[config.mk]
export PLATFORM = sky130hd
export DESIGN_NAME = cache_trace_gen
export DESIGN_NICKNAME = d
export VERILOG_FILES = /design/src/rtl/cache_sim_pkg.sv /design/src/rtl/trace_lfsr.sv /design/src/rtl/cache_trace_gen.sv
export SDC_FILE = /design/constraint.sdc
export NUM_CORES = 1
export LEC_CHECK = 0
export ABC_AREA = 1
export CORE_MARGIN = 5
export CORE_UTILIZATION = 38
export CTS_CLUSTER_DIAMETER = 60
export DETAILED_ROUTE_END_ITERATION = 6
export SYNTH_ARGS = -nofsm -noshare
export SYNTH_HDL_FRONTEND = slang
export SYNTH_SLANG_ARGS = --single-unit
[constraint.sdc]
create_clock -name clk -period 12.7 [get_ports clk]
set_clock_uncertainty 0.15 [all_clocks]
set_input_delay 1.905 -clock clk [delete_from_list [all_inputs] [get_ports clk]]
set_output_delay 1.905 -clock clk [all_outputs]
set_load 0.02 [all_outputs]
[src/rtl/cache_sim_pkg.sv]
// ---------------------------------------------------------------------------
// cache_sim_pkg
// Shared types and constants for the sector-cache simulation blocks.
//   mode_e    : trace pattern selector (SEQ, RAND, REUSE, reserved)
//   state_e   : trace generator run state (IDLE, RUN, DONE)
//   LFSR_TAPS : feedback taps of the 32-bit Galois LFSR
//   lfsrStep  : one right-shifting Galois step using LFSR_TAPS
// ---------------------------------------------------------------------------
package cache_sim_pkg;

  typedef enum logic [1:0] {
    MODE_SEQ   = 2'd0,
    MODE_RAND  = 2'd1,
    MODE_REUSE = 2'd2,
    MODE_RSVD  = 2'd3
  } mode_e;

  typedef enum logic [1:0] {
    ST_IDLE = 2'd0,
    ST_RUN  = 2'd1,
    ST_DONE = 2'd2
  } state_e;

  localparam logic [31:0] LFSR_TAPS = 32'h8020_0003;

  // The bit shifted out of position 0 decides whether the taps are folded in.
  function automatic logic [31:0] lfsrStep(input logic [31:0] s);
    return s[0] ? ((s >> 1) ^ LFSR_TAPS) : (s >> 1);
  endfunction

endpackage

[src/rtl/trace_lfsr.sv]
// ---------------------------------------------------------------------------
// trace_lfsr
// 32-bit Galois LFSR supplying the pseudo-random offsets of the trace
// generator. Only instantiated when TRACE_GEN_LFSR_EN is defined.
// Ports:
//   clk      in   clock
//   rst      in   asynchronous active-high reset (state returns to SEED)
//   i_load   in   reload SEED
//   i_step   in   advance one step (with i_load: state becomes step(SEED))
//   o_state  out  current LFSR state
// ---------------------------------------------------------------------------
module trace_lfsr
  import cache_sim_pkg::*;
#(
  parameter logic [31:0] SEED = 32'hACE1_2468
) (
  input  logic        clk,
  input  logic        rst,
  input  logic        i_load,
  input  logic        i_step,
  output logic [31:0] o_state
);

  // An all-zero state would lock the LFSR, so a zero seed becomes 1.
  localparam logic [31:0] SEED_EFF = (SEED == 32'd0) ? 32'd1 : SEED;

  logic [31:0] r_state;

  // Load and step in the same cycle happens when a run starts and access 0
  // is issued at once; the register then already holds the value for access 1.
  always_ff @(posedge clk or posedge rst) begin
    if (rst) begin
      r_state <= SEED_EFF;
    end else if (i_load) begin
      r_state <= i_step ? lfsrStep(SEED_EFF) : SEED_EFF;
    end else if (i_step) begin
      r_state <= lfsrStep(r_state);
    end
  end

  assign o_state = r_state;

endmodule

[src/rtl/cache_trace_gen.sv]
// ---------------------------------------------------------------------------
// cache_trace_gen
// Programmable address-trace generator feeding the sector cache with one
// access per clock in SEQ (base + k*stride), RAND (base + masked LFSR) or
// REUSE (REUSE_REPEAT accesses per line, cycling through its sectors) mode.
// Build option: define TRACE_GEN_LFSR_EN to build RAND mode and the LFSR;
// without it mode 1 is rejected like the reserved mode.
// Ports:
//   clk, rst       clock, asynchronous active-high reset
//   i_start        single-cycle run request (sampled in IDLE only)
//   i_mode         pattern select (mode_e)
//   i_base         base address
//   i_stride       SEQ increment in bytes
//   i_count        accesses in the run
//   i_hold         pause; no access issued while high
//   i_abort        terminate the run immediately
//   o_addr         registered access address
//   o_addr_valid   o_addr carries a real access this cycle
//   o_busy         run in progress (RUN or DONE)
//   o_done         one-cycle completion pulse
//   o_cfg_err      one-cycle pulse on a rejected start
//   o_issued       accesses issued in the current or last run
// ---------------------------------------------------------------------------
module cache_trace_gen
  import cache_sim_pkg::*;
#(
  parameter int          ADDR_WIDTH   = 32,
  parameter int          LINE_SIZE    = 32,
  parameter int          SECTOR_SIZE  = 8,
  parameter int          RAND_BITS    = 16,
  parameter int          REUSE_REPEAT = 100,
  parameter logic [31:0] LFSR_SEED    = 32'hACE1_2468
) (
  input  logic                  clk,
  input  logic                  rst,
  input  logic                  i_start,
  input  logic [1:0]            i_mode,
  input  logic [ADDR_WIDTH-1:0] i_base,
  input  logic [ADDR_WIDTH-1:0] i_stride,
  input  logic [31:0]           i_count,
  input  logic                  i_hold,
  input  logic                  i_abort,
  output logic [ADDR_WIDTH-1:0] o_addr,
  output logic                  o_addr_valid,
  output logic                  o_busy,
  output logic                  o_done,
  output logic                  o_cfg_err,
  output logic [31:0]           o_issued
);

  localparam logic [ADDR_WIDTH-1:0] LINE_BYTES = ADDR_WIDTH'(LINE_SIZE);
  localparam logic [ADDR_WIDTH-1:0] SECT_BYTES = ADDR_WIDTH'(SECTOR_SIZE);
  localparam logic [ADDR_WIDTH-1:0] OFF_MASK   = ADDR_WIDTH'(LINE_SIZE - 1);
  localparam logic [31:0]           REP_LAST   = 32'(REUSE_REPEAT - 1);

  state_e                r_state, w_nextState;
  mode_e                 r_mode;
  logic [ADDR_WIDTH-1:0] r_stride;
  logic [ADDR_WIDTH-1:0] r_seqAcc;
  logic [ADDR_WIDTH-1:0] r_lineBase;
  logic [ADDR_WIDTH-1:0] r_sectOff;
  logic [31:0]           r_repCnt;
  logic [31:0]           r_count;
  logic [31:0]           r_issued;
  logic [ADDR_WIDTH-1:0] r_addr;
  logic                  r_addrValid;
  logic                  r_done;
  logic                  r_cfgErr;

  logic                  w_modeLegal;
  logic                  w_load;
  logic                  w_issue;
  logic                  w_finish;
  logic                  w_cfgErr;

  mode_e                 w_curMode;
  logic [ADDR_WIDTH-1:0] w_curStride;
  logic [ADDR_WIDTH-1:0] w_curSeq;
  logic [ADDR_WIDTH-1:0] w_curLine;
  logic [ADDR_WIDTH-1:0] w_curSect;
  logic [31:0]           w_curRep;
  logic [ADDR_WIDTH-1:0] w_curAddr;

  logic [ADDR_WIDTH-1:0] w_advSeq;
  logic [ADDR_WIDTH-1:0] w_advLine;
  logic [ADDR_WIDTH-1:0] w_advSect;
  logic [31:0]           w_advRep;
  logic                  w_repWrap;

`ifdef TRACE_GEN_LFSR_EN
  localparam logic [31:0] SEED_EFF  = (LFSR_SEED == 32'd0) ? 32'd1 : LFSR_SEED;
  localparam logic [31:0] RAND_MASK = 32'((64'd1 << RAND_BITS) - 64'd1);

  logic [ADDR_WIDTH-1:0] r_base;
  logic [ADDR_WIDTH-1:0] w_curBase;
  logic [31:0]           w_lfsrState;
  logic [31:0]           w_curLfsr;

  trace_lfsr #(
    .SEED (SEED_EFF)
  ) u_lfsr (
    .clk     (clk),
    .rst     (rst),
    .i_load  (w_load),
    .i_step  (w_issue),
    .o_state (w_lfsrState)
  );

  assign w_curBase = w_load ? i_base : r_base;
  assign w_curLfsr = w_load ? SEED_EFF : w_lfsrState;
`endif

  always_comb begin
    w_modeLegal = 1'b0;
    case (mode_e'(i_mode))
      MODE_SEQ:   w_modeLegal = 1'b1;
      MODE_REUSE: w_modeLegal = 1'b1;
`ifdef TRACE_GEN_LFSR_EN
      MODE_RAND:  w_modeLegal = 1'b1;
`endif
      default:    w_modeLegal = 1'b0;
    endcase
  end

  always_ff @(posedge clk or posedge rst) begin
    if (rst) begin
      r_state <= ST_IDLE;
    end else begin
      r_state <= w_nextState;
    end
  end

  // Access k is issued on the edge that makes it visible in the following
  // cycle, so the accepting start edge already issues access 0 (unless held).
  // In RUN, issued == count means every access is out and the run completes.
  always_comb begin
    w_nextState = r_state;
    w_load      = 1'b0;
    w_issue     = 1'b0;
    w_finish    = 1'b0;
    w_cfgErr    = 1'b0;
    case (r_state)
      ST_IDLE: begin
        if (i_start) begin
          if (w_modeLegal) begin
            w_load = 1'b1;
            if (i_count == 32'd0) begin
              w_nextState = ST_DONE;
              w_finish    = 1'b1;
            end else begin
              w_nextState = ST_RUN;
              w_issue     = ~i_hold;
            end
          end else begin
            w_cfgErr = 1'b1;
          end
        end
      end
      ST_RUN: begin
        if (i_abort) begin
          w_nextState = ST_IDLE;
        end else if (r_issued == r_count) begin
          w_nextState = ST_DONE;
          w_finish    = 1'b1;
        end else begin
          w_issue = ~i_hold;
        end
      end
      ST_DONE: begin
        w_nextState = ST_IDLE;
      end
      default: begin
        w_nextState = ST_IDLE;
      end
    endcase
  end

  // On the start edge the running values are taken straight from the
  // inputs, so access 0 is available without an extra setup cycle.
  assign w_curMode   = w_load ? mode_e'(i_mode) : r_mode;
  assign w_curStride = w_load ? i_stride : r_stride;
  assign w_curSeq    = w_load ? i_base   : r_seqAcc;
  assign w_curLine   = w_load ? i_base   : r_lineBase;
  assign w_curSect   = w_load ? '0       : r_sectOff;
  assign w_curRep    = w_load ? 32'd0    : r_repCnt;

  // The sector offset cycles independently of the line counter, so it
  // keeps counting across line changes rather than restarting at zero.
  assign w_advSeq  = w_curSeq + w_curStride;
  assign w_advSect = (w_curSect + SECT_BYTES) & OFF_MASK;
  assign w_repWrap = (w_curRep == REP_LAST);
  assign w_advRep  = w_repWrap ? 32'd0 : (w_curRep + 32'd1);
  assign w_advLine = w_repWrap ? (w_curLine + LINE_BYTES) : w_curLine;

  always_comb begin
    w_curAddr = w_curSeq;
    case (w_curMode)
      MODE_REUSE: w_curAddr = w_curLine + w_curSect;
`ifdef TRACE_GEN_LFSR_EN
      MODE_RAND:  w_curAddr = w_curBase + ADDR_WIDTH'(w_curLfsr & RAND_MASK);
`endif
      default:    w_curAddr = w_curSeq;
    endcase
  end

  // Running pattern state advances only on an issued access; a held start
  // still loads the initial values so the run resumes at access 0.
  always_ff @(posedge clk or posedge rst) begin
    if (rst) begin
      r_mode      <= MODE_SEQ;
      r_stride    <= '0;
      r_count     <= 32'd0;
      r_seqAcc    <= '0;
      r_lineBase  <= '0;
      r_sectOff   <= '0;
      r_repCnt    <= 32'd0;
      r_issued    <= 32'd0;
      r_addr      <= '0;
      r_addrValid <= 1'b0;
      r_done      <= 1'b0;
      r_cfgErr    <= 1'b0;
    end else begin
      r_addrValid <= w_issue;
      r_done      <= w_finish;
      r_cfgErr    <= w_cfgErr;
      if (w_issue) begin
        r_addr <= w_curAddr;
      end
      if (w_load) begin
        r_mode   <= mode_e'(i_mode);
        r_stride <= i_stride;
        r_count  <= i_count;
        r_issued <= w_issue ? 32'd1 : 32'd0;
      end else if (w_issue) begin
        r_issued <= r_issued + 32'd1;
      end
      if (w_load || w_issue) begin
        r_seqAcc   <= w_issue ? w_advSeq  : w_curSeq;
        r_lineBase <= w_issue ? w_advLine : w_curLine;
        r_sectOff  <= w_issue ? w_advSect : w_curSect;
        r_repCnt   <= w_issue ? w_advRep  : w_curRep;
      end
    end
  end

`ifdef TRACE_GEN_LFSR_EN
  always_ff @(posedge clk or posedge rst) begin
    if (rst) begin
      r_base <= '0;
    end else if (w_load) begin
      r_base <= i_base;
    end
  end
`endif

  assign o_addr       = r_addr;
  assign o_addr_valid = r_addrValid;
  assign o_busy       = (r_state != ST_IDLE);
  assign o_done       = r_done;
  assign o_cfg_err    = r_cfgErr;
  assign o_issued     = r_issued;

endmodule

# --- Yosys cells after proc, flatten, opt, wreduce, memory -nomap -nowiden ---
# Cells that the tools add are included.
classes:
  add_sub_neg: 6
  n_eq_ne: 8
  muxes: 41
  bitwise: 1
  n_reduce_logical: 8
ops:
  columns: ["operator", "count"]
  rows:
  - ["2-to-1 mux 32 bit", 14]
  - ["adder 32 x 1 -> 32 bit (second input constant)", 2]
  - ["adder 32 bit", 2]
  - ["adder 32 x 6 -> 32 bit (second input constant)", 1]
  - ["== test 32 bit", 1]
  - ["== test 32 x 7 -> 1 bit (second input constant)", 1]
  - ["zero test 32 bit", 1]
  - ["2-to-1 mux 1 bit", 18]
  - ["2-to-1 mux 2 bit", 6]
  - ["adder 5 x 4 -> 5 bit (second input constant)", 1]
  - ["== test 2 bit (second input constant)", 2]
  - ["zero test 2 bit", 2]
  - ["!= test 2 bit (second input constant)", 2]
  - ["case mux 1 bit (2 select lines)", 2]
  - ["case mux 2 bit (2 select lines)", 1]
  - ["nonzero test 2 bit", 2]
  - ["!= test 3 bit (second input constant)", 1]
  - ["AND reduction 3 bit", 1]
  - ["== test 2 x 1 -> 1 bit (second input constant)", 1]
  - ["OR reduction 2 bit", 1]
  - ["logical OR 1 bit", 1]
  - ["inverter 1 bit", 1]
totals:
  ff_bits: 263
  out_inout_bits: 68
  elab_cells: 77

# --- Longest topological paths before layout ---
# Gate-level depths: netlist of the first run.
depth:
  word_depth: 10
  mapped_depth: 27
  mapped_depth_nobuf: 22

# --- Least setup slack after synthesis of the first run ---
# OpenSTA, ideal clock, no wires.
synth_path:
  path_kind: "input port to flip-flop"
  from: "in i_start"
  to: "reg r_seqAcc[18]"
  setup_ns: 0.118
  arrival_ns: 5.050
  required_ns: 12.432
  setup_slack_ns: 7.382
  cell_stages: 26
  path_buffers: 4
  path_cell_list: "inv_1 nor2_4 nand2_4 inv_2 buf_2 clkbuf_1 clkbuf_1 clkbuf_1 nand2_1 nand2_1 ha_1 inv_1 fa_1 or2_2 nand2_1 nand2_1 nand2_1 nand2_1 nand2_1 nand3b_1 nand2_1 nand3_1 nand2_1 nand2_1 nand3_1 nand2_1"
synth_via:
  elab_chain_len: 5
synth_lines:
  columns: ["element", "line", "source"]
  rows:
  - ["start, declared", "cache_trace_gen.sv:36", "input logic i_start,"]
  - ["2-to-1 mux 1 bit", "cache_trace_gen.sv:144", "if (i_start) begin"]
  - ["2-to-1 mux 1 bit", "cache_trace_gen.sv:142", "case (r_state)"]
  - ["2-to-1 mux 32 bit", null, null]
  - ["net w_curStride[0]", "cache_trace_gen.sv:77", "logic [ADDR_WIDTH-1:0] w_curStride;"]
  - ["adder 32 bit", "cache_trace_gen.sv:189", "assign w_advSeq = w_curSeq + w_curStride;"]
  - ["2-to-1 mux 32 bit", "cache_trace_gen.sv:238", "r_seqAcc <= w_issue ? w_advSeq : w_curSeq;"]
  - ["end signal, assigned", "cache_trace_gen.sv:238", null]
  - ["end, declared", "cache_trace_gen.sv:59", "logic [ADDR_WIDTH-1:0] r_seqAcc;"]
# The timed path passes the listed nets, and every way through them passes these cells.
# A chain may end at the register's enable or synchronous reset.

# --- Final worst setup path of the first run ---
layout_path:
  from: "in i_start"
  to: "reg r_seqAcc[20]"
layout_via:
  elab_chain_len: 5
layout_lines:
  columns: ["element", "line"]
  rows:
  - ["2-to-1 mux 1 bit", "cache_trace_gen.sv:144"]
  - ["2-to-1 mux 1 bit", "cache_trace_gen.sv:142"]
  - ["2-to-1 mux 32 bit (on tied branches)", null]
  - ["adder 32 bit", "cache_trace_gen.sv:189"]
  - ["2-to-1 mux 32 bit", "cache_trace_gen.sv:238"]
# Several ways; a longest one is shown, not always the timed one.

==> run summary, run 1 <==
- result of the run: finished clean
- sink of the worst hold path: r_mode[0]$_DFF_PP0_
- Core Footprint: 48600 um2
- initial detailed-routing violation count: 1579
- slew at the pin closest to its max-slew limit: 1.01 ns
- maximum frequency from static timing analysis: 138 MHz
- reg-to-reg slack, setup: 6.96 ns
- final-report max-slew violation count: 0
- count of standard-cell rows: 81
- worst path arrival time: 7.51 ns
- data required time at the worst endpoint: 12.99 ns
- via count of the routed design: 18754
- startpoint of the lowest-slack register-to-register path: r_state[0]$_DFFE_PP0P_
- remaining number of nets flagged by the antenna check after routing: 0
- post-route clock period utilization: 56.9%
- worst IR drop on VDD: 87.0 uV
- ratio of routed vias to standard cells: 5.26
- destination of the worst register-to-register timing path: r_seqAcc[20]$_DFFE_PP0P_
- level count of the clock H-tree: 2
- initial core utilization: 38.2%
- primary flip-flop cell chosen by synthesis mapping: sky130_fd_sc_hd__dfrtp_1
- Post-synth EDFFs: 0
- critical path startpoint: i_start
- switching component of the power: 1.40 mW
- Max-Slew Margin vs Limit: 32.8%
- Synth top area share: 35.4%
- via count of the first global-routing pass: 17911
- number of buffers on the longest clock path: 3
- cell types with the largest area share after synthesis: sky130_fd_sc_hd__dfrtp_1, sky130_fd_sc_hd__nand2_1, sky130_fd_sc_hd__inv_1, sky130_fd_sc_hd__nor2_1, sky130_fd_sc_hd__nand3_1
- fraction of final layout cells with drive strength greater than 1: 4.18%
- worst hold-check path type: reg -> reg
- final-report hold violation count: 0
- post-synth design cell area: 18600 um2
- DRC: 0
- global-route total usage across every layer: 24.5%
- 1st-pass router iterations: 5
- count of different cell masters after synthesis: 51
- Syn Inst Count: 2784
- maximum number of pins on one net before global-route repair: 124
- number of buffers added on ports: 170
- setup_tns: 0 ns
- aggregate global routing overflow: 0
- io pins: 171
- clock tree from TritonCTS: done
- leakage power total: 10.9 nW
- portion of total power attributed to combinational logic: 37.7%
- post-cts repair resize count: 0
- category of the worst setup path capture point: register
- area overhead of the layout relative to synthesis: 18.3%
- first-pass GRT wire length: 104000 um
- YS warnings: 0
- number of cells on the worst hold path: 2
- net count of the mapped netlist: 2944
- Min-Delay Startpoint: r_mode[0]$_DFF_PP0_
- chip width: 231 um
- number of buffers inserted by post-CTS setup repair: 0
- part of the power in registers: 30.9%
- critical path startpoint category: primary input
- register bit count reported by yosys: 263
- clock transition at the registers of the reported paths: 0.06 ns
- sequential element share of the synthesized area: 35.4%
- largest driver fanout on the critical path: 106
- height of the chip: 231 um
- switching share of power: 39.7%
- post-synth top area cell: sky130_fd_sc_hd__dfrtp_1
- clock share of power: 31.4%
- setup repair after global routing missed its margin: false
- clk root buf: sky130_fd_sc_hd__clkbuf_16
- Crit Path Category: in -> reg
- max-capacitance violation count: 0
- total die area: 53400 um2
- total clock sinks: 263
- fin crit period: 7.23 ns
- Antenna diodes: 0
- net total in the final layout: 3077
- clock latency on the worst-skew pair: 0.56 ns
- Syn Area/Cell: 6.68 um2
- Final setup viols: 0
- number of cells on the worst reg-to-reg path: 22
- RD Place Congestion: 1.00
- post-detailed-routing wire length: 67000 um
- hold bufs inserted after CTS: 0
- average wire per standard cell: 18.8 um
- power per standard cell area: 160 nW/um2
- post-placement setup slack: 5.02 ns
- half-perimeter wire length after placement: 51400 um
- Worst Slack Setup Final: 5.47 ns
- internal power contribution: 2.12 mW
- total clock buffers created by CTS: 38
- antenna violations before repair: 1
- proportion of register bits with asynchronous set or reset after synthesis: 100%
## registers in the layout, indices dropped and copies added, names as in the netlist, named ones only
name,flops
o_addr,32
o_issued,32
r_count,32
r_lineBase,32
r_repCnt,32
r_sectOff,32
r_seqAcc,32
r_stride,31
r_mode,2
r_state,2
o_addr_valid,1
o_cfg_err,1
o_done,1
## cell usage in the layout (no fill, tap or decap), types with 65 or more instances in the layout
master,n
sky130_fd_sc_hd__nand2_1,973
sky130_fd_sc_hd__inv_1,332
sky130_fd_sc_hd__dfrtp_1,263
sky130_fd_sc_hd__nor2_1,256
sky130_fd_sc_hd__nand3_1,176
sky130_fd_sc_hd__clkdlybuf4s50_1,170
sky130_fd_sc_hd__o21ai_0,115
sky130_fd_sc_hd__a21oi_1,102
sky130_fd_sc_hd__nand4_1,75
sky130_fd_sc_hd__xor2_1,65
## routing by layer
| metal | track usage, % | part of all wire, % | vias up |
|---|---|---|---|
| met4 | 7.58 | 3.4 | 2 |
| li1 | - | - | 9171 |
| met5 | 0 | 0.019 | - |
| met2 | 36.6 | 42 | 681 |
| met1 | 35.7 | 47 | 8785 |
| met3 | 4.94 | 7.6 | 115 |
## worst max path at each step
stage	end	slack [ns]	cells after the start
2_1_floorplan	asynchronous set/reset pin	3.40	1
3_3_place_gp	r_seqAcc[28]$_DFFE_PP0P_	5.08	24
3_5_place_dp	o_addr[31]$_DFFE_PP0P_	5.02	23
4_1_cts	o_addr[31]$_DFFE_PP0P_	5.60	23
5_1_grt	r_seqAcc[20]$_DFFE_PP0P_	5.12	24
6_report	r_seqAcc[20]$_DFFE_PP0P_	5.47	24
## metrics by stage
stage / instance area [um2] / hold slack (ns) / power (mW) / utilization (%) / instances
2_1_floorplan: 18600 / 0.277 / 1.94 / - / 2784
3_3_place_gp: 20700 / 0.298 / 2.40 / 42.5 / 3499
3_5_place_dp: 20700 / 0.299 / 2.41 / 42.5 / 3499
4_1_cts: 22000 / 0.314 / 3.54 / 45.2 / 3565
5_1_grt: 22000 / 0.326 / 3.74 / 45.2 / 3565
6_report: 22000 / 0.305 / 3.52 / 45.2 / 3565
## area by class of cell
cell class,instances,area (um2)
flip-flops and latches,263,6580
clock buffers,49,1070
multi-input cells,2094,10300
repair buffers,180,1780
well taps,622,778
clock inverters,17,223
fillers,5089,26700
inverters,340,1290
## critical path, stage by stage
cell	delay, ns
sky130_fd_sc_hd__clkdlybuf4s50_1	0.48
sky130_fd_sc_hd__inv_1	0.07
sky130_fd_sc_hd__nor2_4	0.56
sky130_fd_sc_hd__nand2_8	0.55
sky130_fd_sc_hd__inv_4	0.60
sky130_fd_sc_hd__buf_4	0.70
sky130_fd_sc_hd__nand2_1	0.27
sky130_fd_sc_hd__nand2_1	0.15
sky130_fd_sc_hd__ha_1	0.19
sky130_fd_sc_hd__inv_1	0.06
sky130_fd_sc_hd__fa_1	0.38
sky130_fd_sc_hd__or2_2	0.32
sky130_fd_sc_hd__nand2_1	0.07
sky130_fd_sc_hd__nand2_1	0.08
sky130_fd_sc_hd__nand2_1	0.09
sky130_fd_sc_hd__nand3_1	0.07
sky130_fd_sc_hd__nand2_1	0.21
sky130_fd_sc_hd__nand2_1	0.08
sky130_fd_sc_hd__nand2_1	0.12
sky130_fd_sc_hd__nand2_1	0.09
sky130_fd_sc_hd__nand2_1	0.06
sky130_fd_sc_hd__nand2_1	0.04
sky130_fd_sc_hd__nand3_1	0.06
sky130_fd_sc_hd__nand2_1	0.06
## power by group through the flow
| stage | registers, mW | clock network [mW] | logic, mW |
|---|---|---|---|
| after floorplan | 1.12 | 0 | 0.820 |
| after global placement | 1.10 | 0 | 1.30 |
| after detailed placement | 1.10 | 0 | 1.31 |
| after CTS | 1.09 | 1.13 | 1.32 |
| after global routing | 1.10 | 1.17 | 1.47 |
| final | 1.09 | 1.10 | 1.33 |
## cell families (layout without fill, tap and decap cells)
group	Yosys count	count (layout)	synth area share [%]
AO/OA/AOI/OAI	304	304	9.03
XOR/XNOR	117	117	5.51
adder cells (fa/ha/maj)	57	57	3.92
buffers and inverters	427	586	9.44
flip-flops	263	263	35.4
multiplexers	1	1	0.0538
AND/OR/NAND/NOR	1615	1615	36.6
## synth_stat cells (3+ instances only)
library cell,n
sky130_fd_sc_hd__o21ai_0,115
sky130_fd_sc_hd__buf_4,7
sky130_fd_sc_hd__clkbuf_1,32
sky130_fd_sc_hd__inv_2,6
sky130_fd_sc_hd__nand3b_1,16
sky130_fd_sc_hd__nor3_1,55
sky130_fd_sc_hd__buf_2,30
sky130_fd_sc_hd__nand4_1,75
sky130_fd_sc_hd__nor4_1,18
sky130_fd_sc_hd__clkbuf_2,4
sky130_fd_sc_hd__ha_1,55
sky130_fd_sc_hd__nand2_1,974
sky130_fd_sc_hd__nor2_2,7
sky130_fd_sc_hd__o21ai_2,4
sky130_fd_sc_hd__o21bai_1,8
sky130_fd_sc_hd__nor3_2,5
sky130_fd_sc_hd__nand3_1,176
sky130_fd_sc_hd__nor2_4,4
sky130_fd_sc_hd__buf_1,3
sky130_fd_sc_hd__nor3b_1,3
sky130_fd_sc_hd__or2_2,9
sky130_fd_sc_hd__dfrtp_1,263
sky130_fd_sc_hd__xor2_1,65
sky130_fd_sc_hd__o31ai_1,17
sky130_fd_sc_hd__a31oi_1,17
sky130_fd_sc_hd__o21ai_1,18
sky130_fd_sc_hd__buf_6,11
sky130_fd_sc_hd__xnor2_1,52
sky130_fd_sc_hd__a21oi_1,102
sky130_fd_sc_hd__nand2_2,9
sky130_fd_sc_hd__inv_1,334
sky130_fd_sc_hd__o22ai_1,7
sky130_fd_sc_hd__nor2_1,256
No activity file was read; power rests on OpenSTA's default activity.
==> run 2: changes to the inputs <==
- clock period: 12.7 -> 6.2 ns (I/O delays scaled with it)
==> run summary, run 2 (synthesized netlist as in run 1, its figures left out) <==
- ratio of routed vias to standard cells: 5.26
- number of buffers on the longest clock path: 3
- largest driver fanout on the critical path: 48
- maximum frequency from static timing analysis: 219 MHz
- Final setup viols: 0
- critical path startpoint category: primary input
- number of buffers added on ports: 170
- setup repair after global routing missed its margin: false
- commonest cells after routing, fill and taps aside: sky130_fd_sc_hd__nand2_1, sky130_fd_sc_hd__inv_1, sky130_fd_sc_hd__dfrtp_1, sky130_fd_sc_hd__nor2_1, sky130_fd_sc_hd__nand3_1
- count of standard-cell rows: 81
- number of placed instances with taps included: 3507
- post-detailed-routing wire length: 70400 um
- post-placement setup slack: 1.15 ns
- post-cts repair resize count: 0
- filler instances: 5032
- aggregate global routing overflow: 0
- level count of the clock H-tree: 2
- via count of the routed design: 18828
- Non-Filler Instances: 3577
- first-pass GRT wire length: 108000 um
- global-route total usage across every layer: 25.9%
- clock tree from TritonCTS: done
- total clock sinks: 263
- RD Place Congestion: 1.02
- data required time at the worst endpoint: 6.49 ns
- post-route cell area: 22100 um2
- post-route clock period utilization: 73.7%
- most common cell after layout, fill and taps aside: sky130_fd_sc_hd__nand2_1
- power per standard cell area: 327 nW/um2
- antenna violations before repair: 1
- category of the worst setup path capture point: register
- worst hold-check path type: reg -> reg
- max-capacitance violation count: 0
- number of buffers inserted by post-CTS setup repair: 0
- startpoint of the lowest-slack register-to-register path: r_state[0]$_DFFE_PP0P_
- maximum number of pins on one net before global-route repair: 123
- Crit Path Category: in -> reg
- clock transition at the registers of the reported paths: 0.05 ns
- height of the chip: 231 um
- area occupied by multi-input gates: 10300 um2
- total die area: 53400 um2
- leakage power total: 10.9 nW
- clock latency on the worst-skew pair: 0.56 ns
- initial core utilization: 38.2%
- net total in the final layout: 3087
- fin crit period: 4.57 ns
- final-report max-slew violation count: 0
- worst path arrival time: 4.86 ns
- Worst Slack Setup Final: 1.63 ns
- area overhead of the layout relative to synthesis: 18.9%
- result of the run: finished clean
- io pins: 171
- placed inst area: 20800 um2
- Core Footprint: 48600 um2
- critical path startpoint: i_start
- Reg area: 6580 um2
- chip width: 231 um
- total clock buffers created by CTS: 40
- initial detailed-routing violation count: 1485
- 1st-pass router iterations: 6
- Max-Slew Margin vs Limit: 35.0%
- DRC: 0
- via count of the first global-routing pass: 18117
- half-perimeter wire length after placement: 54200 um
- setup_tns: 0 ns
- slew at the pin closest to its max-slew limit: 0.975 ns
- total power consumption of the routed design: 7.22 mW
- fraction of final layout cells with drive strength greater than 1: 4.57%
- final-report hold violation count: 0
- hold bufs inserted after CTS: 0
- worst IR drop on VDD: 186 uV
- average wire per standard cell: 19.7 um
- remaining number of nets flagged by the antenna check after routing: 0
- Min-Delay Startpoint: r_mode[0]$_DFF_PP0_
- clk root buf: sky130_fd_sc_hd__clkbuf_16
## run 2: critical path, cell delays in order
cell	delay [ns]
sky130_fd_sc_hd__clkdlybuf4s50_1	0.47
sky130_fd_sc_hd__inv_1	0.07
sky130_fd_sc_hd__nor2_4	0.15
sky130_fd_sc_hd__nand2_8	0.23
sky130_fd_sc_hd__inv_4	0.56
sky130_fd_sc_hd__nand2_1	0.28
sky130_fd_sc_hd__nand2_1	0.15
sky130_fd_sc_hd__ha_1	0.27
sky130_fd_sc_hd__nand2_1	0.07
sky130_fd_sc_hd__inv_1	0.05
sky130_fd_sc_hd__nand2_1	0.06
sky130_fd_sc_hd__nand3_1	0.22
sky130_fd_sc_hd__nand4_1	0.20
sky130_fd_sc_hd__nand2_1	0.20
sky130_fd_sc_hd__nand3_1	0.18
sky130_fd_sc_hd__nand3_1	0.18
sky130_fd_sc_hd__nand2_1	0.13
sky130_fd_sc_hd__nand2_1	0.06
sky130_fd_sc_hd__nand2_1	0.05
sky130_fd_sc_hd__nand3_1	0.12
sky130_fd_sc_hd__nand2_1	0.15
sky130_fd_sc_hd__nand2_1	0.06
## run 2: path summary, 6_finish.rpt
check | end | slack [ns] | depth (start not counted)
max in group asynchronous | r_stride[0]$_DFF_PP0_ | 3.87 | 3
hold reg to reg | r_mode[0]$_DFF_PP0_ | 0.31 | 2
min in group asynchronous | o_issued[29]$_DFFE_PP0P_ | 0.66 | 2
setup / recovery | o_addr[19]$_DFFE_PP0P_ | 1.63 | 22
setup reg to reg | o_addr[19]$_DFFE_PP0P_ | 1.81 | 21
hold / removal | r_mode[0]$_DFF_PP0_ | 0.31 | 2
## run 2: metal layers
layer  track usage (%)  wire length [um]
met3              4.80              5170
met2              38.5             29400
met4              7.84              2160
met5                 0                 0
met1              38.2             33600
## run 2: final cells by class
cell class | count | share of cell area [%]
clock inverter | 20 | 0.804
clock buffer | 49 | 5.01
tap | 622 | 3.52
antenna | 1 | 0.0113
sequential | 263 | 29.8
multi-input combinational | 2094 | 46.5
timing repair buffer | 188 | 8.59
inverter | 340 | 5.80
## run 2: report_power, final
part | internal (mW) | switching, mW | total, mW
Sequential | 2.03 | 0.196 | 2.23
Combinational | 0.924 | 1.85 | 2.77
Clock | 1.32 | 0.898 | 2.22
Total | 4.28 | 2.94 | 7.22
## run 2: per-stage QoR
| step | util (%) | hold slack [ns] |
|---|---|---|
| after CTS | 45.4 | 0.311 |
| final | 45.4 | 0.312 |
| after global placement | 42.8 | 0.291 |
| after floorplan | - | 0.277 |
| after global routing | 45.4 | 0.331 |
| after detailed placement | 42.8 | 0.297 |
==> run 3: changes to the inputs <==
- clock period: 6.2 -> 3.8 ns (I/O delays scaled with it)
==> run summary, run 3 (synthesized netlist as in run 1, its figures left out) <==
- final-report hold violation count: 0
- switching share of power: 38.3%
- total clock buffers created by CTS: 40
- clock latency on the worst-skew pair: 0.57 ns
- worst hold-check path type: in -> async
- largest driver fanout on the critical path: 16
- fraction of final layout cells with drive strength greater than 1: 12.9%
- level count of the clock H-tree: 2
- DRC: 0
- post-placement setup slack: -0.365 ns
- met2 Use GR: 37.6%
- aggregate global routing overflow: 0
- result of the run: finished clean
- io pins: 171
- number of cells on the worst reg-to-reg path: 19
- Hold Worst Slack: 0.270 ns
- leakage power total: 12.3 nW
- ratio of routed vias to standard cells: 5.18
- highest-delay cell along the critical path: sky130_fd_sc_hd__clkdlybuf4s50_1
- Non-Filler Instances: 3858
- chip width: 231 um
- number of buffers inserted by post-CTS setup repair: 0
- most repeated library cell on the critical path: sky130_fd_sc_hd__nand2_1
- max-capacitance violation count: 0
- total die area: 53400 um2
- category of the worst setup path capture point: register
- area overhead of the layout relative to synthesis: 31.1%
- clock transition at the registers of the reported paths: 0.06 ns
- Worst Slack Setup Final: 0.210 ns
- clock share of power: 30.0%
- clock tree from TritonCTS: done
- total power consumption of the routed design: 12.8 mW
- global-route total usage across every layer: 25.4%
- setup repair after global routing missed its margin: true
- via count of the first global-routing pass: 19217
- Final setup viols: 0
- Max-Slew Margin vs Limit: 53.9%
- antenna violations before repair: 1
- half-perimeter wire length after placement: 54700 um
- via count of the routed design: 19987
- cell-by-cell trace of the critical path: clkdlybuf4s50_1, inv_1, nor2_4, nand2_8, inv_6, nand2_1, nand2_1, ha_1, inv_1, fa_1, or2_2, nand2_1, nand2_1, nand2_1, nand2_1, a21boi_1, nand3_1, nand3_1, nand2_1, nand3_1, nand2_1
- number of buffers on the longest clock path: 3
- Crit Path Category: in -> reg
- Antenna diodes: 0
- post-route clock period utilization: 94.5%
- worst path arrival time: 3.89 ns
- data required time at the worst endpoint: 4.10 ns
- part of the power in registers: 28.2%
- worst IR drop on VDD: 310 uV
- internal power contribution: 7.93 mW
- power per standard cell area: 527 nW/um2
- average wire per standard cell: 17.9 um
- startpoint of the lowest-slack register-to-register path: r_state[0]$_DFFE_PP0P_
- met1 Resource Use GR: 37.5%
- maximum number of pins on one net before global-route repair: 76
- cell family with the largest share of critical-path delay: simple AND/OR/NAND/NOR gates
- switching component of the power: 4.92 mW
- fin crit period: 3.59 ns
- setup_tns: 0 ns
- Core Footprint: 48600 um2
- first-pass GRT wire length: 108000 um
- commonest cells after routing, fill and taps aside: sky130_fd_sc_hd__nand2_1, sky130_fd_sc_hd__inv_1, sky130_fd_sc_hd__buf_4, sky130_fd_sc_hd__dfrtp_1, sky130_fd_sc_hd__nor2_1
- slew at the pin closest to its max-slew limit: 0.683 ns
- GRT busiest layer: met2
- portion of total power attributed to combinational logic: 41.9%
- remaining number of nets flagged by the antenna check after routing: 0
- post-route cell area: 24400 um2
- number of buffers added on ports: 170
- initial detailed-routing violation count: 2011
- placed inst area: 23000 um2
- height of the chip: 231 um
- final core area utilization: 50.1%
- clk root buf: sky130_fd_sc_hd__clkbuf_16
- 1st-pass router iterations: 7
- number of placed instances with taps included: 3785
- initial core utilization: 38.2%
- slowest cell delay on critical path: 0.48 ns
- total clock sinks: 263
- maximum frequency from static timing analysis: 279 MHz
- post-detailed-routing wire length: 69000 um
- GR met3 Demand/Resource: 4.50%
- critical path startpoint: i_start
- count of standard-cell rows: 81
- critical path startpoint category: primary input
- net total in the final layout: 3365
- final-report max-slew violation count: 0
- count of buffer and inverter cells on the critical path: 4
- most common cell after layout, fill and taps aside: sky130_fd_sc_hd__nand2_1
- Critical Path Stages: 21
- RD Place Congestion: 1.03
## run 3: changes by cell type in the layout (fill, tap and decap cells not counted), moves of 4 or more
cell	previous run	this run
sky130_fd_sc_hd__buf_12	5	13
sky130_fd_sc_hd__clkinv_4	5	1
sky130_fd_sc_hd__buf_4	13	283
sky130_fd_sc_hd__inv_8	0	4
sky130_fd_sc_hd__clkinvlp_4	7	2
## run 3: layout make-up
class | instances | area [um2]
tap | 622 | 778
clock inverter | 18 | 208
timing repair buffer | 466 | 4090
clock buffer | 55 | 1160
fill | 4917 | 24300
multi-input combinational | 2094 | 10300
sequential | 263 | 6580
inverter | 340 | 1280
## run 3: what timing repair did
| action | 4_1_cts | 5_1_grt |
|---|---|---|
| resized for setup | 0 | 5 |
| hold buffers | 0 | 0 |
| endpoints found under the setup margin | 0 | 3 |
## run 3: path summary, 6_finish.rpt
check                                                 to  slack [ns]
worst max-delay path            r_seqAcc[22]$_DFFE_PP0P_        0.21
worst min-delay path            r_repCnt[24]$_DFFE_PP0P_        0.27
worst max register to register  r_seqAcc[22]$_DFFE_PP0P_        0.36
worst min register to register       r_mode[0]$_DFF_PP0_        0.31
max in group asynchronous        r_count[13]$_DFFE_PP0P_        2.33
min in group clk                     r_mode[0]$_DFF_PP0_        0.31
## run 3: power groups by stage
stage	sequential (mW)	combinational (mW)	clock, mW
2_1_floorplan	3.74	2.74	0
6_report	3.62	5.38	3.85
5_1_grt	3.68	5.93	4.07
4_1_cts	3.61	5.34	3.93
3_3_place_gp	3.66	5.26	0
3_5_place_dp	3.65	5.31	0
## run 3: worst reg2reg max path, cell delays in order, from the launching register on
cell and delay, ns:
sky130_fd_sc_hd__dfrtp_1 0.41, sky130_fd_sc_hd__nor2_4 0.19, sky130_fd_sc_hd__nand2_8 0.15, sky130_fd_sc_hd__inv_6 0.13, sky130_fd_sc_hd__nand2_1 0.12, sky130_fd_sc_hd__nand2_1 0.11, sky130_fd_sc_hd__ha_1 0.19, sky130_fd_sc_hd__inv_1 0.06
sky130_fd_sc_hd__fa_1 0.38, sky130_fd_sc_hd__or2_2 0.32, sky130_fd_sc_hd__nand2_1 0.08, sky130_fd_sc_hd__nand2_1 0.08, sky130_fd_sc_hd__nand2_1 0.11, sky130_fd_sc_hd__nand2_1 0.10, sky130_fd_sc_hd__a21boi_1 0.31, sky130_fd_sc_hd__nand3_1 0.17
sky130_fd_sc_hd__nand3_1 0.10, sky130_fd_sc_hd__nand2_1 0.05, sky130_fd_sc_hd__nand3_1 0.06, sky130_fd_sc_hd__nand2_1 0.05
## run 3: per-layer routing
layer  vias to the layer above  wire [um]
li1                       9755          -
met1                      9394      32800
met2                       716      28700
met3                       122       4760
met4                         0       2690
met5                         -          0
